<file path="config.mk">
export PLATFORM = sky130hd
export DESIGN_NAME = tmp121_ascii_fmt
export DESIGN_NICKNAME = d
export VERILOG_FILES = /design/src/rtl/tmp121_ascii_fmt.sv
export SDC_FILE = /design/constraint.sdc
export NUM_CORES = 1
export LEC_CHECK = 0
export CAP_MARGIN = 20
export CORE_MARGIN = 2
export CORE_UTILIZATION = 50
export CTS_BUF_LIST = sky130_fd_sc_hd__clkbuf_16
export CTS_CLUSTER_DIAMETER = 80
export DETAILED_ROUTE_END_ITERATION = 7
export PLACE_DENSITY = 0.69
export REMOVE_ABC_BUFFERS = 1
export SKIP_LAST_GASP = 1
export SYNTH_ARGS = -nofsm -noshare
export SYNTH_HDL_FRONTEND = slang
export SYNTH_SLANG_ARGS = --single-unit
</file>
<file path="constraint.sdc">
create_clock -name clk -period 4.2 [get_ports clk]
set_input_delay 0.42 -clock clk [delete_from_list [all_inputs] [get_ports clk]]
set_output_delay 0.42 -clock clk [all_outputs]
set_load 0.005 [all_outputs]
</file>
<file path="src/rtl/tmp121_ascii_fmt.sv">
// Formats a TMP121 13-bit temperature word as a fixed-width ASCII record and
// streams it byte by byte over a valid/ready handshake to a UART transmitter.
module tmp121_ascii_fmt #(
   parameter int CRLF     = 1,
   parameter int ZERO_PAD = 1
) (
   input  logic        clk,
   input  logic        rst,
   input  logic [12:0] temp,
   input  logic        start,
   output logic        busy,
   output logic [7:0]  tx_data,
   output logic        tx_valid,
   input  logic        tx_ready
);

   typedef enum logic [1:0] {IDLE, CONV, SEND} state_t;

   localparam logic [3:0] LAST_IDX = (CRLF != 0) ? 4'd10 : 4'd8;

   state_t      state;
   logic        armed;
   logic        sign;
   logic [8:0]  ibin;
   logic [11:0] ibcd;
   logic [13:0] fbin;
   logic [15:0] fbcd;
   logic [3:0]  iter;
   logic [3:0]  idx;

   logic [12:0] mag_in;
   logic [13:0] frac_x;
   logic [13:0] frac_in;
   logic [11:0] ibcd_adj;
   logic [15:0] fbcd_adj;

   function automatic logic [3:0] add3(input logic [3:0] n);
      return (n >= 4'd5) ? n + 4'd3 : n;
   endfunction

   // Blanking of leading integer zeros only ever touches hundreds and tens.
   function automatic logic [7:0] rec_byte(input logic [3:0] i, input logic s,
                                           input logic [11:0] ib, input logic [15:0] fb);
      logic blank_h;
      logic blank_t;
      logic [7:0] b;
      blank_h = (ZERO_PAD == 0) && (ib[11:8] == 4'd0);
      blank_t = blank_h && (ib[7:4] == 4'd0);
      case (i)
         4'd0:    b = s ? 8'h2D : 8'h2B;
         4'd1:    b = blank_h ? 8'h20 : {4'h3, ib[11:8]};
         4'd2:    b = blank_t ? 8'h20 : {4'h3, ib[7:4]};
         4'd3:    b = {4'h3, ib[3:0]};
         4'd4:    b = 8'h2E;
         4'd5:    b = {4'h3, fb[15:12]};
         4'd6:    b = {4'h3, fb[11:8]};
         4'd7:    b = {4'h3, fb[7:4]};
         4'd8:    b = {4'h3, fb[3:0]};
         4'd9:    b = 8'h0D;
         4'd10:   b = 8'h0A;
         default: b = 8'h00;
      endcase
      return b;
   endfunction

   // Magnitude and fraction*625 via shifts; 625 = 512 + 64 + 32 + 16 + 1.
   always_comb begin
      mag_in   = temp[12] ? (~temp + 13'd1) : temp;
      frac_x   = {10'd0, mag_in[3:0]};
      frac_in  = (frac_x << 9) + (frac_x << 6) + (frac_x << 5) + (frac_x << 4) + frac_x;
      ibcd_adj = {add3(ibcd[11:8]), add3(ibcd[7:4]), add3(ibcd[3:0])};
      fbcd_adj = {add3(fbcd[15:12]), add3(fbcd[11:8]), add3(fbcd[7:4]), add3(fbcd[3:0])};
   end

   // armed stays low on the first edge after reset release so a start
   // coinciding with that edge is ignored.
   always_ff @(posedge clk or posedge rst) begin
      if (rst) begin
         state    <= IDLE;
         armed    <= 1'b0;
         sign     <= 1'b0;
         ibin     <= '0;
         ibcd     <= '0;
         fbin     <= '0;
         fbcd     <= '0;
         iter     <= '0;
         idx      <= '0;
         busy     <= 1'b0;
         tx_valid <= 1'b0;
         tx_data  <= 8'h00;
      end else begin
         armed <= 1'b1;
         case (state)
            IDLE: begin
               if (start && armed) begin
                  sign  <= temp[12];
                  ibin  <= mag_in[12:4];
                  ibcd  <= '0;
                  fbin  <= frac_in;
                  fbcd  <= '0;
                  iter  <= '0;
                  idx   <= '0;
                  busy  <= 1'b1;
                  state <= CONV;
               end
            end
            // Integer runs 9 double-dabble steps, fraction 14, side by side.
            CONV: begin
               if (iter < 4'd9) begin
                  ibcd <= {ibcd_adj[10:0], ibin[8]};
                  ibin <= {ibin[7:0], 1'b0};
               end
               fbcd <= {fbcd_adj[14:0], fbin[13]};
               fbin <= {fbin[12:0], 1'b0};
               iter <= iter + 4'd1;
               if (iter == 4'd13) begin
                  state <= SEND;
               end
            end
            SEND: begin
               if (!tx_valid) begin
                  tx_valid <= 1'b1;
                  tx_data  <= rec_byte(idx, sign, ibcd, fbcd);
               end else if (tx_ready) begin
                  if (idx == LAST_IDX) begin
                     tx_valid <= 1'b0;
                     tx_data  <= 8'h00;
                     busy     <= 1'b0;
                     idx      <= '0;
                     state    <= IDLE;
                  end else begin
                     idx     <= idx + 4'd1;
                     tx_data <= rec_byte(idx + 4'd1, sign, ibcd, fbcd);
                  end
               end
            end
            default: state <= IDLE;
         endcase
      end
   end

endmodule

</file>
Word-level counts from Yosys, hierarchy flattened
Index checks and enable logic that the tools add are counted.
{"block": "classes", "n_mul": 0, "magnitude_cmp": 8, "n_eq_ne": 30, "shift": 0, "reduce_logical": 13, "bitwise": 1, "n_addsub": 14, "mux": 44, "div_mod_pow": 0}
{"op": "6-bit one-hot mux with 11 select lines", "n": 2}
{"op": "4-bit two-way mux", "n": 9}
{"op": "4-bit by 3-bit equality test with 1-bit output (second input constant)", "n": 8}
{"op": "16-bit one-hot mux with 2 select lines", "n": 1}
{"op": "4-bit equality test (second input constant)", "n": 7}
{"op": "4-bit by 3-bit >= comparator with 1-bit output (second input constant)", "n": 7}
{"op": "14-bit one-hot mux with 2 select lines", "n": 1}
{"op": "12-bit two-way mux", "n": 2}
{"op": "12-bit one-hot mux with 2 select lines", "n": 1}
{"op": "4-bit by 2-bit adder with 4-bit output (second input constant)", "n": 5}
{"op": "9-bit two-way mux", "n": 2}
{"op": "9-bit one-hot mux with 2 select lines", "n": 1}
{"op": "4-bit by 2-bit equality test with 1-bit output (second input constant)", "n": 4}
{"op": "16-bit two-way mux", "n": 1}
{"op": "8-bit two-way mux", "n": 2}
{"op": "4-bit one-hot mux with 2 select lines", "n": 2}
{"op": "13-bit by 10-bit adder with 14-bit output", "n": 1}
{"op": "14-bit by 4-bit adder with 14-bit output", "n": 1}
{"op": "14-bit by 8-bit adder with 14-bit output", "n": 1}
{"op": "14-bit by 9-bit adder with 14-bit output", "n": 1}
{"op": "14-bit two-way mux", "n": 1}
{"op": "13-bit by 1-bit adder with 13-bit output (second input constant)", "n": 1}
{"op": "13-bit two-way mux", "n": 1}
{"op": "13-bit NOT", "n": 1}
{"op": "22 further kinds", "n": 47}
{"block": "word_totals", "reg_bits": 73, "input_bits": 17, "elab_cells": 122, "ramBits": 0, "mem_bits_ro": 0, "output_inout_bits": 10, "memories": 0, "latchBits": 0}

Longest topological paths before layout
Gate-level depths: netlist of the first run.
{"block": "depth", "depth_word": 9, "depth_mapped": 15, "mapped_depth_nobuf": 15}

Worst setup path after synthesis of the first run
No wires, ideal clock.
{"block": "synth_path", "path_kind": "input port to flip-flop", "startpoint": "input temp[0]", "endpoint": "register fbin[12]", "t_required_ns": 4.117, "path_slack_ns": 1.042, "arrival_time_ns": 3.076, "setup_time_ns": 0.083, "cell_stages": 15, "cell_sequence": "inv_1 ha_1 nand2b_1 xnor2_1 clkinv_1 fa_1 inv_1 ha_1 inv_1 fa_1 nand2b_1 a21oi_1 o21ai_0 xnor2_1 o21ai_0"}
{"block": "synth_between", "elab_chain_len": 9}
{"element": "start, declared", "line_no": "9", "rtl": "input logic [12:0] temp,"}
{"element": "13-bit NOT", "line_no": "68", "rtl": "mag_in = temp[12] ? (~temp + 13'd1) : temp;"}
{"element": "13-bit by 1-bit adder with 13-bit output", "line_no": "68"}
{"element": "13-bit two-way mux *", "line_no": "68"}
{"element": "13-bit by 10-bit adder with 14-bit output", "line_no": "70", "rtl": "frac_in = (frac_x << 9) + (frac_x << 6) + (frac_x << 5) + (frac_x << 4) + frac_x;"}
{"element": "14-bit by 9-bit adder with 14-bit output", "line_no": "70"}
{"element": "14-bit by 8-bit adder with 14-bit output", "line_no": "70"}
{"element": "14-bit by 4-bit adder with 14-bit output *", "line_no": "70"}
{"element": "14-bit two-way mux *", "line_no": "95", "rtl": "if (start && armed) begin"}
{"element": "14-bit one-hot mux with 2 select lines *", "line_no": "93", "rtl": "case (state)"}
{"element": "end signal, assigned", "line_no": "99", "rtl": "fbin <= frac_in;"}
{"element": "end signal, assigned", "line_no": "114", "rtl": "fbin <= {fbin[12:0], 1'b0};"}
{"element": "end, declared", "line_no": "26", "rtl": "logic [13:0] fbin;"}
Mark *: on every way between the ends. The rest lies on a longest branch, timed or not. The select of a mux whose other input is x is not followed.
A chain may end at the register's enable or synchronous reset.

Final worst setup path of the first run
Same ends and word-level chain as after synthesis.

==> implementation parameters, run 1 <==
Parameter                              Value

Timing
  Unrepaired setup endpoints after global routing    no
  Max Clock Skew    4.46 ps
  Setup_tns    0 ps
  Setup-failing EPs final    0
  Worst slew slack as a fraction of its limit    32.8%
  Final number of hold-violating endpoints    0
  Period utilisation layout    86.7%
  Final critical-path required period    3640 ps
  Slew @ Worst Pin    1010 ps
  Pins over their slew limit    0
  Max Clk Rate    275 MHz

Placement
  Cell area reported after detailed placement    0.00514 mm2
  Final weighted congestion in routability-driven placement    around 0.93
  Placed wire-length estimate after detailed placement    7.76 mm
  Number of buffers added on ports    24

Finish
  Total of fill cells in the finished design    between 800 and 900
  Number of nets in the finished design    610
  Antenna diode instance count    0
  Proportion of layout cells with a drive suffix above 1    5.98%
  Area of all placed cells without fillers    0.00540 mm2
  Area added between synthesis and finish    12.5%

Power and ir drop
  Peak supply drop    0.251 mV
  Power density over the cells    620 mW/mm2
  Leakage component of the power    2.33 nW
  Power after layout    around 3.3 mW

Floorplan
  Top-Level Pins    27
  Number of rows in the core area    35
  Horizontal die dimension    102 um
  Core footprint    slightly above 0.009 mm2
  Initial core utilization    51.7%
  Die span in y    between 100 and 150 um
  Die ar.    0.0104 mm2

Global routing
  Largest net degree at the start of global routing    40
  Total congestion overflow after global routing    0
  Via count of the first global-routing pass    3,942
  Global-route wire length before repair    19.3 mm
  Overall track demand over capacity in global routing    approximately a quarter
  Number of antenna violations at the first check in global routing    0

Outcome
  Run status    complete, no violations

Min path
  Kind of path behind the tightest hold check    reg -> reg

Flow run
  Max-cap violation count    0

Logic synthesis
  Distinct cell type count after synthesis    61
  Warning count from the yosys run    0
  Number of synthesized register bits    71
  Cell area after technology mapping    0.00480 mm2
  Mapped Avg Cell Area    8.69 um2
  EDFF count, synth    0
  Synth Flop Type    dfrtp_1
  Largest area contributor in the synthesized netlist    dfrtp_1
  Area share of the leading cell type in the synthesized netlist    between 30 and 40%
  Largest cells by area after synthesis    dfrtp_1 (37%), ha_1 (7.0%), o21ai_0 (6.7%)
  Sequential element share of the synthesized area    37.0%
  Synthesized netlist cell count    roughly 550
  Proportion of synthesized flip-flops having asynchronous set or reset    100%

Clock tree
  Post-CTS Hold Buffers    0
  Clk buf depth    2
  Total of cells resized after clock tree synthesis    0
  TritonCTS clock tree    built
  CTS clk-pin slew, worst paths    50 ps
  Root cell of the clock tree    clkbuf_16
  CTS HTree Levels    3
  Sink count of the clock tree    71
  Number of buffers inserted to repair setup after CTS    0
  Clock insertion delay at the later pin of the skew report    330 ps
  Num CTS Buffers    9

Setup path
  CP arrival    around 3900 ps
  Category of the critical setup timing path    in -> reg
  Required time reported for the critical path endpoint    between 4000 and 5000 ps
  Kind of start point of the critical path    input port
  Worst-path fanout max    5
  Kind of capture point of the worst setup path    flip-flop

Routing
  Number of optimization iterations in the first detailed-route pass    5
  Iteration-0 DRC Markers    240
  Number of routed nets with antenna violations    0
  Avg WL per Cell    16.4 um
  DRC Markers    0
  Final routed wirelength across all metal layers    between 10 and 15 mm
  Number of vias per cell after detailed routing    5.97
  Vias after detailed routing    4,165
[report_power, final]
part | internal (mW) | switching (mW) | total (mW) | leakage, nW
Combinational | 0.647 | 0.774 | 1.42 | 1.29
Clock | 0.389 | 0.285 | 0.674 | 0.133
Sequential | 0.939 | 0.314 | 1.25 | 0.905
Total | 1.98 | 1.37 | 3.35 | 2.33
[cell usage in the layout, fill, tap and decap left out, drive strengths merged, types with 3 or more instances in the layout]
cell type / Yosys / routed
a222oi: 7 / 7
ha: 27 / 27
clkbuf: 26 / 9
nor2b: 9 / 9
nor2: 25 / 25
mux2i: 16 / 16
a2bb2oi: 3 / 3
inv: 40 / 42
a21o: 4 / 4
xor2: 5 / 5
a211oi: 3 / 3
a22o: 12 / 12
o22ai: 5 / 5
nand2: 44 / 44
nor3b: 7 / 7
xnor2: 18 / 18
nand3: 24 / 24
buf: 8 / 10
and3: 4 / 4
or2: 3 / 3
a22oi: 8 / 8
dfrtp: 71 / 71
o21ai: 67 / 67
a221o: 3 / 3
o31ai: 5 / 5
nand2b: 15 / 15
a31oi: 5 / 5
or3: 3 / 3
conb: 2 / 3
clkdlybuf4s50: 0 / 24
a21oi: 34 / 34
o41ai: 5 / 5
nor3: 13 / 13
clkinv: 1 / 5
o2bb2ai: 3 / 3
[sequential cells by signal, indices dropped and copies added, names as in the netlist]
signal and cells:
idx 4, sign 1, iter 4, tx_data 6
tx_valid 1, busy 1, ibin 9, ibcd 12
armed 1, fbin 14, state 2, fbcd 16
[logic make-up after synthesis]
logic type               share of synthesized area (%)
AO/OA/AOI/OAI                                     24.8
AND/OR/NAND/NOR                                   16.0
buffers and inverters                             6.13
flip-flops                                        37.0
adder cells (fa/ha/maj)                           7.88
XOR/XNOR                                          4.20
multiplexers                                      3.81
other                                            0.157
[final timing paths]
path	from	to	slack, ps	cells after the start
setup / recovery	temp[0]	fbin[12]	560	16
hold / removal	tx_data[5]	tx_data[5]	470	2
setup reg to reg	idx[0]	tx_data[3]	1670	5
hold reg to reg	tx_data[5]	tx_data[5]	470	2
max in group asynchronous	rst	tx_valid	2650	3
min in group asynchronous	rst	fbin[5]	590	2
[layout make-up]
type / count / area (um2) / share of cell area (%)
multi-input combinational: 407 / 2730 / 50.6
sequential: 71 / 1780 / 32.9
timing repair buffer: 34 / 315 / 5.84
clock buffer: 9 / 225 / 4.17
tap: 129 / 161 / 2.99
inverter: 41 / 154 / 2.85
clock inverter: 7 / 32.5 / 0.603
[worst max-delay path: stages]
cell             delay [ps]
clkdlybuf4s50_1         550
inv_1                   120
ha_1                    220
nand2b_1                150
xnor2_1                 280
clkinv_1                180
fa_1                    480
inv_1                    70
ha_1                    160
inv_1                    50
fa_1                    390
nand2b_1                180
a21oi_1                 180
o21ai_0                 130
xnor2_1                 150
o21ai_0                 170
[layer usage]
metal  up-vias  GRT usage [%]  wire (um)  part of all wire (%)
met5         -              0          0                     0
met4         0           8.00        212                   1.9
met3        19           3.69        457                   4.0
met2       107           39.4       5500                    48
met1      2022           30.8       5250                    46
li1       2017              -          -                     -
[cell usage after synthesis, types with 2 or more instances]
master      n
or3_4       2
nand2b_1   15
a221o_1     3
nor2_1     25
and3_1      4
o22ai_1     5
a221oi_1    2
xor2_1      5
mux2_2      2
a31oi_1     5
dfrtp_1    71
a32o_1      2
a211o_1     2
nand4_1     2
inv_1      40
fa_1        2
nor2b_1     9
nand3_1    24
buf_1       2
ha_1       27
nor3b_1     7
buf_2       4
buf_4       2
a2bb2oi_1   3
o21ai_1     3
xnor2_1    18
nand2_1    44
o31ai_1     5
mux2i_1    16
o41ai_1     4
a21o_1      4
conb_1      2
o21ai_0    64
a211oi_1    3
a21oi_1    34
nor3_1     12
or2_2       3
a22o_1     12
o2bb2ai_1   3
a22oi_1     8
a222oi_1    7
clkbuf_1   26
[through the flow]
stage	util, %	setup WS (ps)	cells	hold WS, ps
final	58.1	561	698	473
after global routing	58.1	211	698	498
after global placement	55.3	328	682	462
after CTS	58.1	516	698	481
after floorplan	-	1020	519	448
after detailed placement	55.3	237	682	469
(Power assumes the default switching activity.)
==> inputs of run 2 (changes only) <==
- GPL_TIMING_DRIVEN: default -> 0
- SLEW_MARGIN: default -> 20
==> run 2 against run 1 <==
Against the previous run: sequential share of layout area is essentially flat; clock skew about the same; core utilization decreased by 0.081 points; sequential power hardly changed; setup slack lost 120 ps; hold slack lost 20 ps; fmax decreased by 3.1%.
==> implementation parameters, run 2 (synthesis gave the netlist of run 1 again) <==
Parameter                              Value

Timing
  Worst slew slack as a fraction of its limit    29.8% (-3.1 points)
  Final Worst Setup Slack    445 ps (-115 ps)
  Setup-failing EPs final    0 (unchanged)
  Max Clock Skew    4.88 ps (+0.418 ps)
  Final critical-path required period    3750 ps (+115 ps)
  Setup_tns    0 ps (unchanged)
  Final number of hold-violating endpoints    0 (unchanged)
  Period utilisation layout    89.4% (+2.7 points)
  Slew @ Worst Pin    1050 ps (+46.1 ps)
  Unrepaired setup endpoints after global routing    no
  Max Clk Rate    266 MHz (-3.1%)
  Pins over their slew limit    0 (unchanged)

Power and ir drop
  Leakage component of the power    2.30 nW (-1.1%)
  Power after layout    3.39 mW (+1.2%)
  Peak supply drop    0.278 mV (+11%)
  Power density over the cells    629 mW/mm2 (+1.3%)

Placement
  Number of buffers added on ports    24 (unchanged)
  Placed Cells    673 (-1.3%)
  Final weighted congestion in routability-driven placement    0.870 (-6.6%)
  Setup Slack @ Placement    -125 ps (-361 ps)
  Placed wire-length estimate after detailed placement    7.68 mm (-1.0%)

Setup path
  Largest delay share family, worst path    adder cells
  Category of the critical setup timing path    in -> reg
  CP Cell Sequence    clkdlybuf4s50_1 -> inv_1 -> ha_1 -> nand2b_1 -> xnor2_1 -> inv_2 -> fa_1 -> inv_1 -> ha_1 -> inv_1 -> fa_1 -> nand2b_1 -> a21oi_1 -> o21ai_0 -> xnor2_1 -> o21ai_0
  Library cell appearing most often on the critical path    inv_1
  Kind of start point of the critical path    input port
  Kind of capture point of the worst setup path    flip-flop
  CP arrival    4000 ps (+120 ps)
  Worst-path fanout max    7 (+2)
  Delay of the slowest cell on the worst path    590 ps (+40 ps)
  Required time reported for the critical path endpoint    4440 ps (about the same)
  Buffer and inverter count on the worst path    5 (unchanged)
  Slowest cell on the critical path    clkdlybuf4s50_1

Floorplan
  Die span in y    102 um (unchanged)
  Top-Level Pins    27 (unchanged)
  Horizontal die dimension    102 um (unchanged)
  Initial core utilization    51.7% (unchanged)
  Die ar.    0.0104 mm2 (unchanged)
  Core footprint    0.00928 mm2 (unchanged)
  Number of rows in the core area    35 (unchanged)

Finish
  Area added between synthesis and finish    12.3%
  Proportion of layout cells with a drive suffix above 1    5.71% (-0.26 points)
  Commonest non-fill, non-tap cells in the layout    dfrtp_1 (71), o21ai_0 (64), nand2_1 (44)
  Number of nets in the finished design    601 (-1.5%)
  Number of flip-flops under the largest register name    16 (unchanged)
  Most common library cell in the layout ignoring fill and taps    dfrtp_1
  End-of-flow core utilization    58.0% (-0.081 points)
  Top Registers    fbcd: 16 flops, fbin: 14 flops, ibcd: 12 flops
  Non-Filler Instances    689 (-1.3%)
  Largest Register    fbcd
  Antenna diode instance count    0 (unchanged)

Clock tree
  Clk buf depth    2 (unchanged)
  Root cell of the clock tree    clkbuf_16
  Num CTS Buffers    9 (unchanged)
  Post-CTS Hold Buffers    0 (unchanged)
  CTS HTree Levels    3 (unchanged)
  Sink count of the clock tree    71 (unchanged)
  CTS clk-pin slew, worst paths    60 ps (about the same)
  Clock insertion delay at the later pin of the skew report    330 ps (about the same)
  TritonCTS clock tree    built
  Number of buffers inserted to repair setup after CTS    0 (unchanged)

Min path
  Kind of path behind the tightest hold check    in -> async

Routing
  Final routed wirelength across all metal layers    11.1 mm (-3.1%)
  Number of optimization iterations in the first detailed-route pass    5 (unchanged)
  Number of routed nets with antenna violations    0 (unchanged)
  Iteration-0 DRC Markers    166 (-31%)
  Number of vias per cell after detailed routing    5.94 (-0.47%)
  Avg WL per Cell    16.1 um (-1.9%)
  DRC Markers    0 (unchanged)
  Vias after detailed routing    4,092 (-1.8%)

Global routing
  Number of antenna violations at the first check in global routing    0 (unchanged)
  Total congestion overflow after global routing    0 (unchanged)
  Global-route wire length before repair    18.6 mm (-3.8%)
  Largest net degree at the start of global routing    42 (+5.0%)
  Overall track demand over capacity in global routing    22.7% (-0.75 points)
  Via count of the first global-routing pass    3,899 (-1.1%)

Outcome
  Run status    complete, no violations

Flow run
  Max-cap violation count    0 (unchanged)
## run 2: cell count changes in the layout (fill, tap and decap cells not counted), sizes merged
cell,before,now
bufinv,0,1
inv,42,41
buf,10,1
## run 2: worst paths after layout
kind | endpoint | cells after the start | start | slack (ps)
min reg2reg | tx_data[4] | 2 | tx_data[4] | 470
min in group clk | tx_data[4] | 2 | tx_data[4] | 470
min | fbin[0] | 2 | rst | 450
max reg2reg | tx_data[2] | 4 | idx[2] | 1620
max in group asynchronous | ibcd[1] | 3 | rst | 3190
max | fbin[12] | 16 | temp[0] | 450
## run 2: final cells by class
class	instances	area (um2)
sequential	71	1780
clock inverter	7	63.8
tap	129	161
timing repair buffer	25	260
inverter	41	156
clock buffer	9	225
fill	858	3900
multi-input combinational	407	2740
## run 2: power by group
| group | total, mW | leakage [nW] | switching (mW) | internal, mW |
|---|---|---|---|---|
| combinational | 1.39 | 1.26 | 0.763 | 0.628 |
| sequential | 1.25 | 0.905 | 0.313 | 0.939 |
| clock | 0.743 | 0.140 | 0.289 | 0.454 |
## run 2: routing by layer
layer | up-vias | global-route usage, % | share of wire, %
met5 | - | 0 | 0
met4 | 0 | 6.97 | 0.95
met3 | 12 | 3.97 | 4.7
met2 | 99 | 38.0 | 50
met1 | 1990 | 30.1 | 44
li1 | 1991 | - | -
## run 2: repair_timing
item	in CTS	in global routing
setup endpoints to repair	0	2
hold endpoints to repair	0	0
resized for setup	0	1
## run 2: metrics by stage
step | hold slack [ps] | area, um2
after CTS | 470 | 5390
after global placement | 461 | 5060
after detailed placement | 469 | 5100
final | 453 | 5390
after floorplan | 448 | 4660
after global routing | 496 | 5390
==> inputs of run 3 (changes only) <==
- CORE_UTILIZATION: 50 -> 63
- PLACE_DENSITY: 0.69 -> 0.83
==> run 3 against run 2 <==
Against the previous run: clock skew rose by 2.0 ps; fmax rose by 0.26%; sequential power barely moved; flip-flop and latch count did not move; critical path type unchanged.
==> implementation parameters, run 3 (synthesis gave the netlist of run 1 again) <==
Parameter                              Value

Outcome
  Run status    complete, no violations

Placement
  Final weighted congestion in routability-driven placement    0.920 (+5.8%)
  Cell area reported after detailed placement    0.00507 mm2 (-0.54%)
  Setup Slack @ Placement    -125 ps (-0.370 ps)
  Number of buffers added on ports    24 (unchanged)
  Placed wire-length estimate after detailed placement    7.50 mm (-2.3%)

Setup path
  Critical Path Source    temp[0]
  Kind of start point of the critical path    input port
  Library cell appearing most often on the critical path    inv_1
  Slowest cell on the critical path    clkdlybuf4s50_1
  Kind of capture point of the worst setup path    flip-flop
  Worst reg-to-reg setup slack    1700 ps (+80 ps)
  Buffer and inverter count on the worst path    5 (unchanged)
  Worst-path fanout max    7 (unchanged)
  CP Depth    16 (unchanged)
  R2R cell count    5 (+1)
  CP arrival    3930 ps (-70 ps)
  Category of the critical setup timing path    in -> reg
  CP Cell Sequence    clkdlybuf4s50_1 -> inv_1 -> ha_1 -> nand2b_1 -> xnor2_1 -> inv_2 -> fa_1 -> inv_1 -> ha_1 -> inv_1 -> fa_1 -> nand2b_1 -> a21oi_1 -> o21ai_0 -> xnor2_1 -> o21ai_0
  Worst R2R Start    idx[0]
  Required time reported for the critical path endpoint    4390 ps (-50 ps)
  Delay of the slowest cell on the worst path    580 ps (about the same)
  Largest delay share family, worst path    adder cells

Finish
  Largest Register    fbcd
  Top Registers    fbcd: 16 flops, fbin: 14 flops, ibcd: 12 flops
  Area of all placed cells without fillers    0.00538 mm2 (-0.12%)
  Number of flip-flops under the largest register name    16 (unchanged)
  Number of nets in the finished design    602 (+0.17%)
  Most common library cell in the layout ignoring fill and taps    dfrtp_1
  Register area    0.00178 mm2 (about the same)
  Total of fill cells in the finished design    534 (-38%)
  End-of-flow core utilization    73.4% (+15 points)
  Area added between synthesis and finish    12.2%
  Commonest non-fill, non-tap cells in the layout    dfrtp_1 (70), o21ai_0 (64), nand2_1 (44)
  Proportion of layout cells with a drive suffix above 1    5.71% (unchanged)
  Antenna diode instance count    0 (unchanged)
  Multi-input logic area    0.00274 mm2 (unchanged)

Floorplan
  Die span in y    91.3 um (-10%)
  Core footprint    0.00733 mm2 (-21%)
  Top-Level Pins    27 (unchanged)
  Horizontal die dimension    91.3 um (-10%)
  Initial core utilization    65.4% (+14 points)
  Number of rows in the core area    31 (-11%)
  Die ar.    0.00833 mm2 (-20%)

Global routing
  Via count of the first global-routing pass    4,128 (+5.9%)
  Overall track demand over capacity in global routing    28.5% (+5.9 points)
  Total congestion overflow after global routing    0 (unchanged)
  Largest net degree at the start of global routing    41 (-2.4%)
  Number of antenna violations at the first check in global routing    0 (unchanged)
  Global-route wire length before repair    19.4 mm (+4.3%)

Timing
  Period utilisation layout    89.2% (-0.23 points)
  Slew @ Worst Pin    1060 ps (+4.00 ps)
  Setup_tns    0 ps (unchanged)
  Worst slew slack as a fraction of its limit    29.5% (-0.27 points)
  Pins over their slew limit    0 (unchanged)
  Final number of hold-violating endpoints    0 (unchanged)
  Final critical-path required period    3750 ps (-9.56 ps)
  Final Worst Setup Slack    455 ps (+9.56 ps)
  Setup-failing EPs final    0 (unchanged)
  Unrepaired setup endpoints after global routing    no
  Max Clk Rate    267 MHz (+0.26%)
  Max Clock Skew    6.91 ps (+2.03 ps)

Clock tree
  CTS HTree Levels    3 (unchanged)
  Clock insertion delay at the later pin of the skew report    340 ps (about the same)
  CTS clk-pin slew, worst paths    60 ps (about the same)
  TritonCTS clock tree    built
  Root cell of the clock tree    clkbuf_16
  Sink count of the clock tree    71 (unchanged)
  Clk buf depth    2 (unchanged)
  Post-CTS Hold Buffers    0 (unchanged)
  Num CTS Buffers    9 (unchanged)

Routing
  Vias after detailed routing    4,146 (+1.3%)
  Avg WL per Cell    16.8 um (+4.3%)
  DRC Markers    0 (unchanged)
  Number of vias per cell after detailed routing    6.29 (+5.9%)
  Number of routed nets with antenna violations    0 (unchanged)
  Number of optimization iterations in the first detailed-route pass    7 (+2)
  Iteration-0 DRC Markers    282 (+70%)
  Final routed wirelength across all metal layers    11.0 mm (-0.20%)

Power and ir drop
  Peak supply drop    0.279 mV (+0.41%)
  Power density over the cells    644 mW/mm2 (+2.5%)
  Leakage component of the power    2.32 nW (+0.74%)
  Power after layout    3.47 mW (+2.3%)

Min path
  Kind of path behind the tightest hold check    in -> async

Flow run
  Max-cap violation count    0 (unchanged)
[run 3: cell count changes in the layout (fill, tap and decap cells not counted), sizes merged]
cell,delta
clkinv,-4
inv,+2
buf,+1
bufinv,+1
[run 3: worst paths after layout]
check                              to
max in group asynchronous      idx[2]
max reg2reg                tx_data[3]
min reg2reg                tx_data[4]
min                           ibin[1]
min in group clk           tx_data[4]
max                          fbin[12]
[run 3: power breakdown]
group          internal, mW  total [mW]  switching [mW]
clock network         0.510       0.789           0.279
registers             0.940        1.25           0.307
logic                 0.641        1.43           0.790
[run 3: timing repair]
action	in CTS	in global routing
gates resized for setup	0	1
buffers inserted	0	0
endpoints found under the setup margin	0	1
[run 3: per-layer routing]
layer  track usage (%)  vias up  routed length, um
met5                 0        -                  0
met3              5.39       24                503
li1                  -     1990                  -
met4              10.1        0                235
met2              47.9      126               5510
met1              36.9     2006               4800
[run 3: area by class of cell]
class,instances,share of cell area [%]
Clock buffer,9,4.19
Clock inverter,6,1.46
Inverter,41,2.91
Multi-Input combinational cell,407,51.0
Sequential cell,71,33.0
Tap cell,99,2.30
Timing Repair Buffer,26,5.12
[run 3: stage by stage]
step           hold WS, ps  instances
2_1_floorplan          448        519
5_1_grt                498        659
3_5_place_dp           469        644
6_report               451        659
3_3_place_gp           461        642
4_1_cts                475        659
